## config.mk

```make
export PLATFORM = sky130hd
export DESIGN_NAME = cordic_iter_seq
export DESIGN_NICKNAME = d
export VERILOG_FILES = /design/src/rtl/cordic_iter_seq.sv
export SDC_FILE = /design/constraint.sdc
export NUM_CORES = 1
export LEC_CHECK = 0
export CORE_MARGIN = 10
export CORE_UTILIZATION = 25
export CTS_CLUSTER_DIAMETER = 30
export CTS_CLUSTER_SIZE = 40
export DETAILED_ROUTE_END_ITERATION = 10
export PLACE_DENSITY = 0.53
export SYNTH_ARGS = -nofsm -noshare
export SYNTH_HDL_FRONTEND = slang
export SYNTH_SLANG_ARGS = --single-unit
export TNS_END_PERCENT = 100
```

## constraint.sdc

```tcl
create_clock -name clk -period 5 [get_ports clk]
set_input_delay 1 -clock clk [delete_from_list [all_inputs] [get_ports clk]]
set_output_delay 1 -clock clk [all_outputs]
set_load 0.005 [all_outputs]
```

## src/rtl/cordic_iter_seq.sv

```systemverilog
// Sequencer for the 16-bit CORDIC iteration datapath: owns the residual-angle
// register and the angle ROM, and schedules the hyperbolic repeat passes.
module cordic_iter_seq #(
  parameter int ITERS = 16,
  parameter int ZW    = 16
) (
  input  logic          clk,
  input  logic          rst,
  input  logic          start,
  input  logic          mode,
  input  logic [ZW-1:0] z_in,
  output logic          ld,
  output logic          en,
  output logic [3:0]    iter_idx,
  output logic          rep,
  output logic          dir,
  output logic [ZW-1:0] z_out,
  output logic          busy,
  output logic          done
);

  localparam logic [1:0] ST_IDLE = 2'd0;
  localparam logic [1:0] ST_LOAD = 2'd1;
  localparam logic [1:0] ST_ITER = 2'd2;
  localparam logic [1:0] ST_DONE = 2'd3;

  localparam logic [3:0] LAST_IDX = 4'(ITERS - 1);

  // Angle ROM in Q2.13: round(atan(2^-i)*8192) or round(atanh(2^-i)*8192).
  function automatic logic [15:0] atab(input logic hyp, input logic [3:0] i);
    logic [15:0] v;
    v = 16'd0;
    if (hyp) begin
      case (i)
        4'd0:    v = 16'd0;
        4'd1:    v = 16'd4500;
        4'd2:    v = 16'd2092;
        4'd3:    v = 16'd1029;
        4'd4:    v = 16'd513;
        4'd5:    v = 16'd256;
        4'd6:    v = 16'd128;
        4'd7:    v = 16'd64;
        4'd8:    v = 16'd32;
        4'd9:    v = 16'd16;
        4'd10:   v = 16'd8;
        4'd11:   v = 16'd4;
        4'd12:   v = 16'd2;
        4'd13:   v = 16'd1;
        4'd14:   v = 16'd1;
        4'd15:   v = 16'd0;
        default: v = 16'd0;
      endcase
    end else begin
      case (i)
        4'd0:    v = 16'd6434;
        4'd1:    v = 16'd3798;
        4'd2:    v = 16'd2007;
        4'd3:    v = 16'd1019;
        4'd4:    v = 16'd511;
        4'd5:    v = 16'd256;
        4'd6:    v = 16'd128;
        4'd7:    v = 16'd64;
        4'd8:    v = 16'd32;
        4'd9:    v = 16'd16;
        4'd10:   v = 16'd8;
        4'd11:   v = 16'd4;
        4'd12:   v = 16'd2;
        4'd13:   v = 16'd1;
        4'd14:   v = 16'd0;
        4'd15:   v = 16'd0;
        default: v = 16'd0;
      endcase
    end
    return v;
  endfunction

  logic [1:0]    state_r, state_s;
  logic          mode_r, mode_s;
  logic [3:0]    cnt_r, cnt_s;
  logic          rep_r, rep_s;
  logic [ZW-1:0] z_r, z_s;
  logic          ld_r, ld_s;
  logic          en_r, en_s;
  logic          busy_r, busy_s;
  logic          done_r, done_s;
  logic          dir_s;
  logic          rep_point_s;
  logic [ZW-1:0] ang_s;

  assign dir_s = ~z_r[ZW-1];
  assign ang_s = ZW'(atab(mode_r, cnt_r));
  // Shift 13 only gets a second pass when the table actually reaches it.
  assign rep_point_s = mode_r && ((cnt_r == 4'd4) || ((ITERS > 13) && (cnt_r == 4'd13)));

  // Next-state, counter, residual-angle and registered-output decode.
  always_comb begin
    state_s = state_r;
    mode_s  = mode_r;
    cnt_s   = cnt_r;
    rep_s   = rep_r;
    z_s     = z_r;
    ld_s    = 1'b0;
    en_s    = 1'b0;
    busy_s  = 1'b0;
    done_s  = 1'b0;
    case (state_r)
      ST_IDLE: begin
        if (start) begin
          state_s = ST_LOAD;
          mode_s  = mode;
          z_s     = z_in;
          ld_s    = 1'b1;
          busy_s  = 1'b1;
        end else begin
          state_s = ST_IDLE;
        end
      end
      ST_LOAD: begin
        state_s = ST_ITER;
        cnt_s   = mode_r ? 4'd1 : 4'd0;
        rep_s   = 1'b0;
        en_s    = 1'b1;
        busy_s  = 1'b1;
      end
      ST_ITER: begin
        if (dir_s) begin
          z_s = z_r - ang_s;
        end else begin
          z_s = z_r + ang_s;
        end
        if (rep_point_s && !rep_r) begin
          rep_s  = 1'b1;
          en_s   = 1'b1;
          busy_s = 1'b1;
        end else if (cnt_r == LAST_IDX) begin
          state_s = ST_DONE;
          rep_s   = 1'b0;
          done_s  = 1'b1;
        end else begin
          cnt_s  = cnt_r + 4'd1;
          rep_s  = 1'b0;
          en_s   = 1'b1;
          busy_s = 1'b1;
        end
      end
      ST_DONE: begin
        state_s = ST_IDLE;
      end
      default: begin
        state_s = ST_IDLE;
        rep_s   = 1'b0;
      end
    endcase
  end

  // State and output registers; reset discards any in-flight run.
  always_ff @(posedge clk) begin
    if (rst) begin
      state_r <= ST_IDLE;
      mode_r  <= 1'b0;
      cnt_r   <= 4'd0;
      rep_r   <= 1'b0;
      z_r     <= '0;
      ld_r    <= 1'b0;
      en_r    <= 1'b0;
      busy_r  <= 1'b0;
      done_r  <= 1'b0;
    end else begin
      state_r <= state_s;
      mode_r  <= mode_s;
      cnt_r   <= cnt_s;
      rep_r   <= rep_s;
      z_r     <= z_s;
      ld_r    <= ld_s;
      en_r    <= en_s;
      busy_r  <= busy_s;
      done_r  <= done_s;
    end
  end

  assign ld       = ld_r;
  assign en       = en_r;
  assign iter_idx = cnt_r;
  assign rep      = rep_r;
  assign dir      = en_r & dir_s;
  assign z_out    = z_r;
  assign busy     = busy_r;
  assign done     = done_r;

endmodule

```

==> out/metrics.cfg, run 1 <==
[run_status]
run_status = finished clean

[global_routing]
groute.usage.overall = 0.09548
grt_pass1_vias = 3120
antenna_found_initial = 0
grt_pass1_wl_mm = 15.63
grt_max_degree = 34
grt-ovfl-total = 0

[sta]
timing.final.crit_share = 0.7296
finalHoldViolCount = 0
grt_setup_unrepaired = false
setup_violations = 0
max_freq_mhz = 274.1
layout_min_cycle_time_ns = 3.648
tns_ns = 0
worst_pin_slew_ns = 1.076
maxSlewViolCount = 0
whs_ns = 0.4956
maxSlewHeadroom = 0.2829
fin_worst_skew_ns = 0.01065

[pwr]
p_leak_uw = 0.001699
pwr_density_cell_nw_per_um2 = 605.9
power.total_uw = 2624
ir_drop_mv = 0.1532

[setup_path]
critPathCaptureType = flop
r2r_setup_slack_ns = 1.35
cp_max_fo = 14
crit_arrival_ns = 3.80
worstPathRequired_ns = 5.16
worstSetupPathType = flop to flop
crit_path_start_kind = flop

[placement]
port_buffers = 45
dp_hpwl_mm = 7.371
gp_congestion = 0.8817

[clock_network]
clock_tree.root_cell = clkbuf_16
ctsHoldBuffers = 0
numClockSinks = 54
htree_levels = 2
clock_latency_ns = 0.30
clock_path_buffers = 2
cts_tree = built
cts_setup_buffers = 0
cts_resized = 0
numCtsBuffers = 5
clkTransAtPathRegs_ns = 0.07

[logic_synthesis]
yosysWarningCount = 0
synth_flop_cell = dfxtp_1
syn_inst = 427
synth_seq_cells = 54
synth_enable_flop_cells = 0
async_flop_share = 0
synthDominantCellAreaShare = 0.3047
ys_types = 61
ys_seq_area_frac = 0.3047
synthTopCellsByCount = 54 x dfxtp_1, 51 x nor2_1, 32 x ha_1, 29 x a21oi_1, 28 x nand2_1
yosysTopAreaCell = dfxtp_1
syn-num-nets = 480
avgSynthCellArea_um2 = 8.310
syn_area_um2 = 3548
synth.most_common_cell = dfxtp_1
synthTopCellsByArea = dfxtp_1 30%, ha_1 11%, nor2_1 5.4%

[hold_path]
hold_class = flop to flop

[drt]
drc = 0
viasPerCell = 4.876
vias = 3145
ant_nets = 0
drt_iter0_drc = 194
drt-total-wl_mm = 9.553
drt-wirelength-per-cell_um = 14.81
first_pass_iters = 4

[finish]
multi_input_area_um2 = 2310
nNetsFinal = 517
area_delta_synth_final_pct = 22.04
final-seq-area_um2 = 1081
fillers = 1454
n_antenna_cell = 0
drive_gt1_frac = 0.04516

[floorplan]
initial_utilization = 0.2556
die_y_um = 139.1
ios = 46
die_x_um = 139.1
coreArea_um2 = 13880
die_area_um2 = 19360
row_count = 43

[job]
maxCapViolCount = 0

critical path: stages, from the launching register on:
cell and delay (ns):
dfxtp_1 0.66, mux2i_1 0.31, ha_1 0.23, nand2_1 0.10, nor4_1 0.36, nor2_1 0.09
xor2_1 0.21, ha_1 0.29, a21oi_1 0.29, o21ai_0 0.22, nor2b_1 0.18, a211oi_1 0.28
a211o_1 0.17, o311ai_0 0.10
metal layers:
layer | global-route usage | up-vias | wire length [µm]
li1 | - | 1628 | -
met1 | 0.1154 | 1435 | 4568
met2 | 0.1624 | 72 | 4517
met3 | 0.02021 | 10 | 350
met4 | 0.03405 | 0 | 117
met5 | 0 | - | 0
kinds of logic after synthesis:
logic type,share of synthesized area
xor+xnor,0.03949
fa+ha+maj,0.1185
simple gates,0.2214
flops,0.3047
buf+inv,0.04443
mux,0.06312
compound gates,0.2084
metrics by stage:
step                      std cells  worst slack [ns]  cell area [µm²]    util
final                           645             1.352             4330  0.3120
after global routing            645            0.9961             4330  0.3120
after CTS                       645             1.358             4330  0.3120
after detailed placement        637             1.370             4164  0.3000
after global placement          637             1.457             4164  0.3000
after floorplan                 427             1.300             3548       -
cells in the final DEF, fill, tap and decap left out, drive strengths merged, types with 3 or more instances in the layout:
| cell | n |
|---|---|
| nor2b | 12 |
| and3 | 8 |
| clkdlybuf4s50 | 45 |
| o21ai | 15 |
| dfxtp | 54 |
| nand4 | 6 |
| a21oi | 30 |
| a311oi | 3 |
| mux2 | 3 |
| o211ai | 7 |
| xor2 | 4 |
| nor2 | 52 |
| inv | 18 |
| ha | 32 |
| nor4 | 8 |
| nor3 | 12 |
| xnor2 | 12 |
| mux2i | 19 |
| o21a | 3 |
| nand2 | 28 |
| clkbuf | 6 |
| nand3 | 13 |
| nand2b | 6 |
| buf | 3 |
| o2111ai | 4 |
| nor3b | 3 |
| a211oi | 13 |
| a21o | 8 |
final cells by class:
class	count	share of cell area
clock inverter	2	0.008668
clock buffer	6	0.02976
tap	180	0.05201
multi-input combinational	335	0.5334
timing repair buffer	48	0.1092
sequential	54	0.2496
inverter	20	0.01734
final timing paths:
kind | from | to | cells after the start
min reg2reg | rep | rep | 2
max reg2reg | mode_r | z_out[15] | 13
max | mode_r | z_out[15] | 13
min | rep | rep | 2
power breakdown:
part | internal [µW] | total (µW) | switching (µW)
logic | 688 | 1570 | 885
registers | 543 | 652 | 108
clock network | 237 | 399 | 162
Power figures use the tool's default switching activity.
==> inputs of run 2 (changes only) <==
==> constraint.sdc (replaced) <==
create_clock -name clk -period 3.7 [get_ports clk]
set_input_delay 0.74 -clock clk [delete_from_list [all_inputs] [get_ports clk]]
set_output_delay 0.74 -clock clk [all_outputs]
set_load 0.005 [all_outputs]
==> run 2 against run 1 <==
  * Non-clock buffer count rose by 7
  * Sequential share of layout area fell by 0.29 points
  * Worst setup slack got worse by 0.96 ns
  * Critical path depth fell by 1
  * First-iteration DRC count fell by 19%
  * Hold slack improved by 0.0040 ns
  * Sequential cell count did not move
==> out/metrics.cfg, run 2 (synthesis results as in run 1) <==
[clock_network]
clock_latency_ns = 0.30  ; about the same
clkTransAtPathRegs_ns = 0.08  ; about the same
clock_tree.root_cell = clkbuf_16
cts_tree = built
numCtsBuffers = 5  ; unchanged
htree_levels = 2  ; unchanged
numClockSinks = 54  ; unchanged
clock_path_buffers = 2  ; unchanged
ctsHoldBuffers = 0  ; unchanged

[sta]
tns_ns = 0  ; unchanged
maxSlewViolCount = 0  ; unchanged
grt_setup_unrepaired = false
maxSlewHeadroom = 0.4194  ; +0.1365
timing.final.crit_share = 0.8954  ; +0.1658
layout_min_cycle_time_ns = 3.313  ; -0.3352 ns
fin_worst_skew_ns = 0.008155  ; -0.002497 ns
setup_violations = 0  ; unchanged
finalHoldViolCount = 0  ; unchanged
worst_pin_slew_ns = 0.8670  ; -0.2086 ns
max_freq_mhz = 301.9  ; +10%

[pwr]
pwr-share-seq = 0.245  ; -0.003
p_int_uw = 1976  ; +35%
ir_drop_mv = 0.2336  ; +53%
pwr_density_cell_nw_per_um2 = 808.2  ; +33%
swShare = 0.4426  ; +0.002199
pwr-share-clk = 0.144  ; -0.008
p_switching_uw = 1569  ; +36%
power.total_uw = 3545  ; +35%
p_leak_uw = 0.001736  ; +2.2%
combPwrFrac = 0.610  ; +0.011

[setup_path]
reg2reg_from = mode_r
cp_max_fo = 10  ; -4
crit_path_start_kind = flop
crit_arrival_ns = 3.52  ; -0.28 ns
r2r_setup_slack_ns = 0.39  ; -0.96 ns
worstPathRequired_ns = 3.90  ; -1.26 ns
r2r-end = z_out[12]
r2r_cells = 12  ; -1
worstSetupPathType = flop to flop
critPathCaptureType = flop

[finish]
fin_cells = 652  ; +1.1%
multi_input_area_um2 = 2320  ; +0.43%
final_common_cell = dfxtp_1
n_antenna_cell = 0  ; unchanged
drive_gt1_frac = 0.06780  ; +0.02264
final_cell_mix = 53 x dfxtp_1, 51 x nor2_1, 45 x clkdlybuf4s50_1, 32 x ha_1, 29 x a21oi_1
fillers = 1471  ; +1.2%
fin_util = 0.3160  ; +0.004057
nNetsFinal = 524  ; +1.4%
final-seq-area_um2 = 1082  ; +0.12%
area_delta_synth_final_pct = 23.62

[placement]
place_inst = 644  ; +1.1%
port_buffers = 45  ; unchanged
gp_congestion = 0.8881  ; +0.73%
dp_hpwl_mm = 7.634  ; +3.6%

[run_status]
run_status = finished clean

[hold_path]
min_path_cells = 2  ; unchanged
hold_class = flop to flop
hold_path_end = rep
min_from = rep

[drt]
first_pass_iters = 4  ; unchanged
viasPerCell = 4.893  ; +0.34%
drt-total-wl_mm = 9.738  ; +1.9%
drt-wirelength-per-cell_um = 14.94  ; +0.84%
ant_nets = 0  ; unchanged
vias = 3190  ; +1.4%
drc = 0  ; unchanged
drt_iter0_drc = 157  ; -19%

[floorplan]
die_area_um2 = 19360  ; unchanged
ios = 46  ; unchanged
initial_utilization = 0.2556  ; unchanged
row_count = 43  ; unchanged
coreArea_um2 = 13880  ; unchanged
die_x_um = 139.1  ; unchanged
die_y_um = 139.1  ; unchanged

[global_routing]
grt_pass1_vias = 3215  ; +3.0%
grt_max_degree = 32  ; -5.9%
antenna_found_initial = 0  ; unchanged
grt_pass1_wl_mm = 16.38  ; +4.8%
groute.usage.overall = 0.1009  ; +0.005435
grt-ovfl-total = 0  ; unchanged

[job]
maxCapViolCount = 0  ; unchanged

run 2: changes by cell type in the layout (fill, tap and decap cells not counted):
cell | before | now
clkbuf_1 | 1 | 0
inv_6 | 0 | 1
clkinvlp_4 | 1 | 0
dfxtp_2 | 0 | 1
dfxtp_1 | 54 | 53
buf_4 | 3 | 10
nor4_1 | 8 | 7
mux2i_1 | 19 | 18
clkbuf_8 | 0 | 1
inv_8 | 0 | 1
nor4_2 | 0 | 1
mux2i_2 | 0 | 1
bufinv_16 | 1 | 0
run 2: power groups by stage:
stage	Clock [µW]	Sequential, µW	Combinational (µW)
after global placement	0	881	2130
after global routing	548	898	2440
after detailed placement	0	884	2160
after floorplan	0	843	1570
final	512	870	2160
after CTS	529	871	2170
run 2: repair_timing:
item,4_1_cts,5_1_grt
hold endpoints to repair,0,0
resized for setup,0,3
setup endpoints to repair,0,3
setup buffers,0,0
run 2: layout make-up:
cell class / instances / share of cell area
multi-input combinational: 335 / 0.5288
tap: 180 / 0.05134
clock buffer: 6 / 0.03166
clock inverter: 2 / 0.004564
timing repair buffer: 55 / 0.1198
sequential: 54 / 0.2467
inverter: 20 / 0.01711
run 2: worst max-delay path, stage by stage, from the launching register on:
cell,delay [ns]
dfxtp_2,0.39
buf_4,0.18
nor3b_1,0.14
o21ai_0,0.41
o21bai_1,0.15
xor2_1,0.19
ha_1,0.40
nand3_1,0.10
nor2_1,0.21
o211ai_1,0.18
a41oi_1,0.43
mux2i_1,0.14
o41ai_1,0.29
run 2: metrics by stage:
stage	hold WS, ns	worst slack, ns	instance area, µm²
final	0.4996	0.3871	4387
after global routing	0.5187	0.02438	4387
after CTS	0.5024	0.1905	4375
after detailed placement	0.4890	0.1963	4217
after global placement	0.4828	0.3495	4217
after floorplan	0.4651	0.0002589	3548
run 2: worst max-delay path by stage:
stage / slack, ns / from / cells after the start / endpoint
after floorplan: 0.0003 / mode_r / 16 / z_out[15]
after global placement: 0.35 / mode_r / 13 / z_out[15]
after detailed placement: 0.20 / mode_r / 13 / z_out[15]
after CTS: 0.19 / mode_r / 13 / z_out[15]
after global routing: 0.02 / mode_r / 14 / z_out[15]
final: 0.39 / mode_r / 12 / z_out[12]
run 2: metal layers:
layer	share of wire	global-route usage	up-vias
li1	-	-	1637
met1	0.45	0.1194	1471
met2	0.49	0.1734	74
met3	0.043	0.02260	8
met4	0.017	0.03734	0
met5	0	0	-
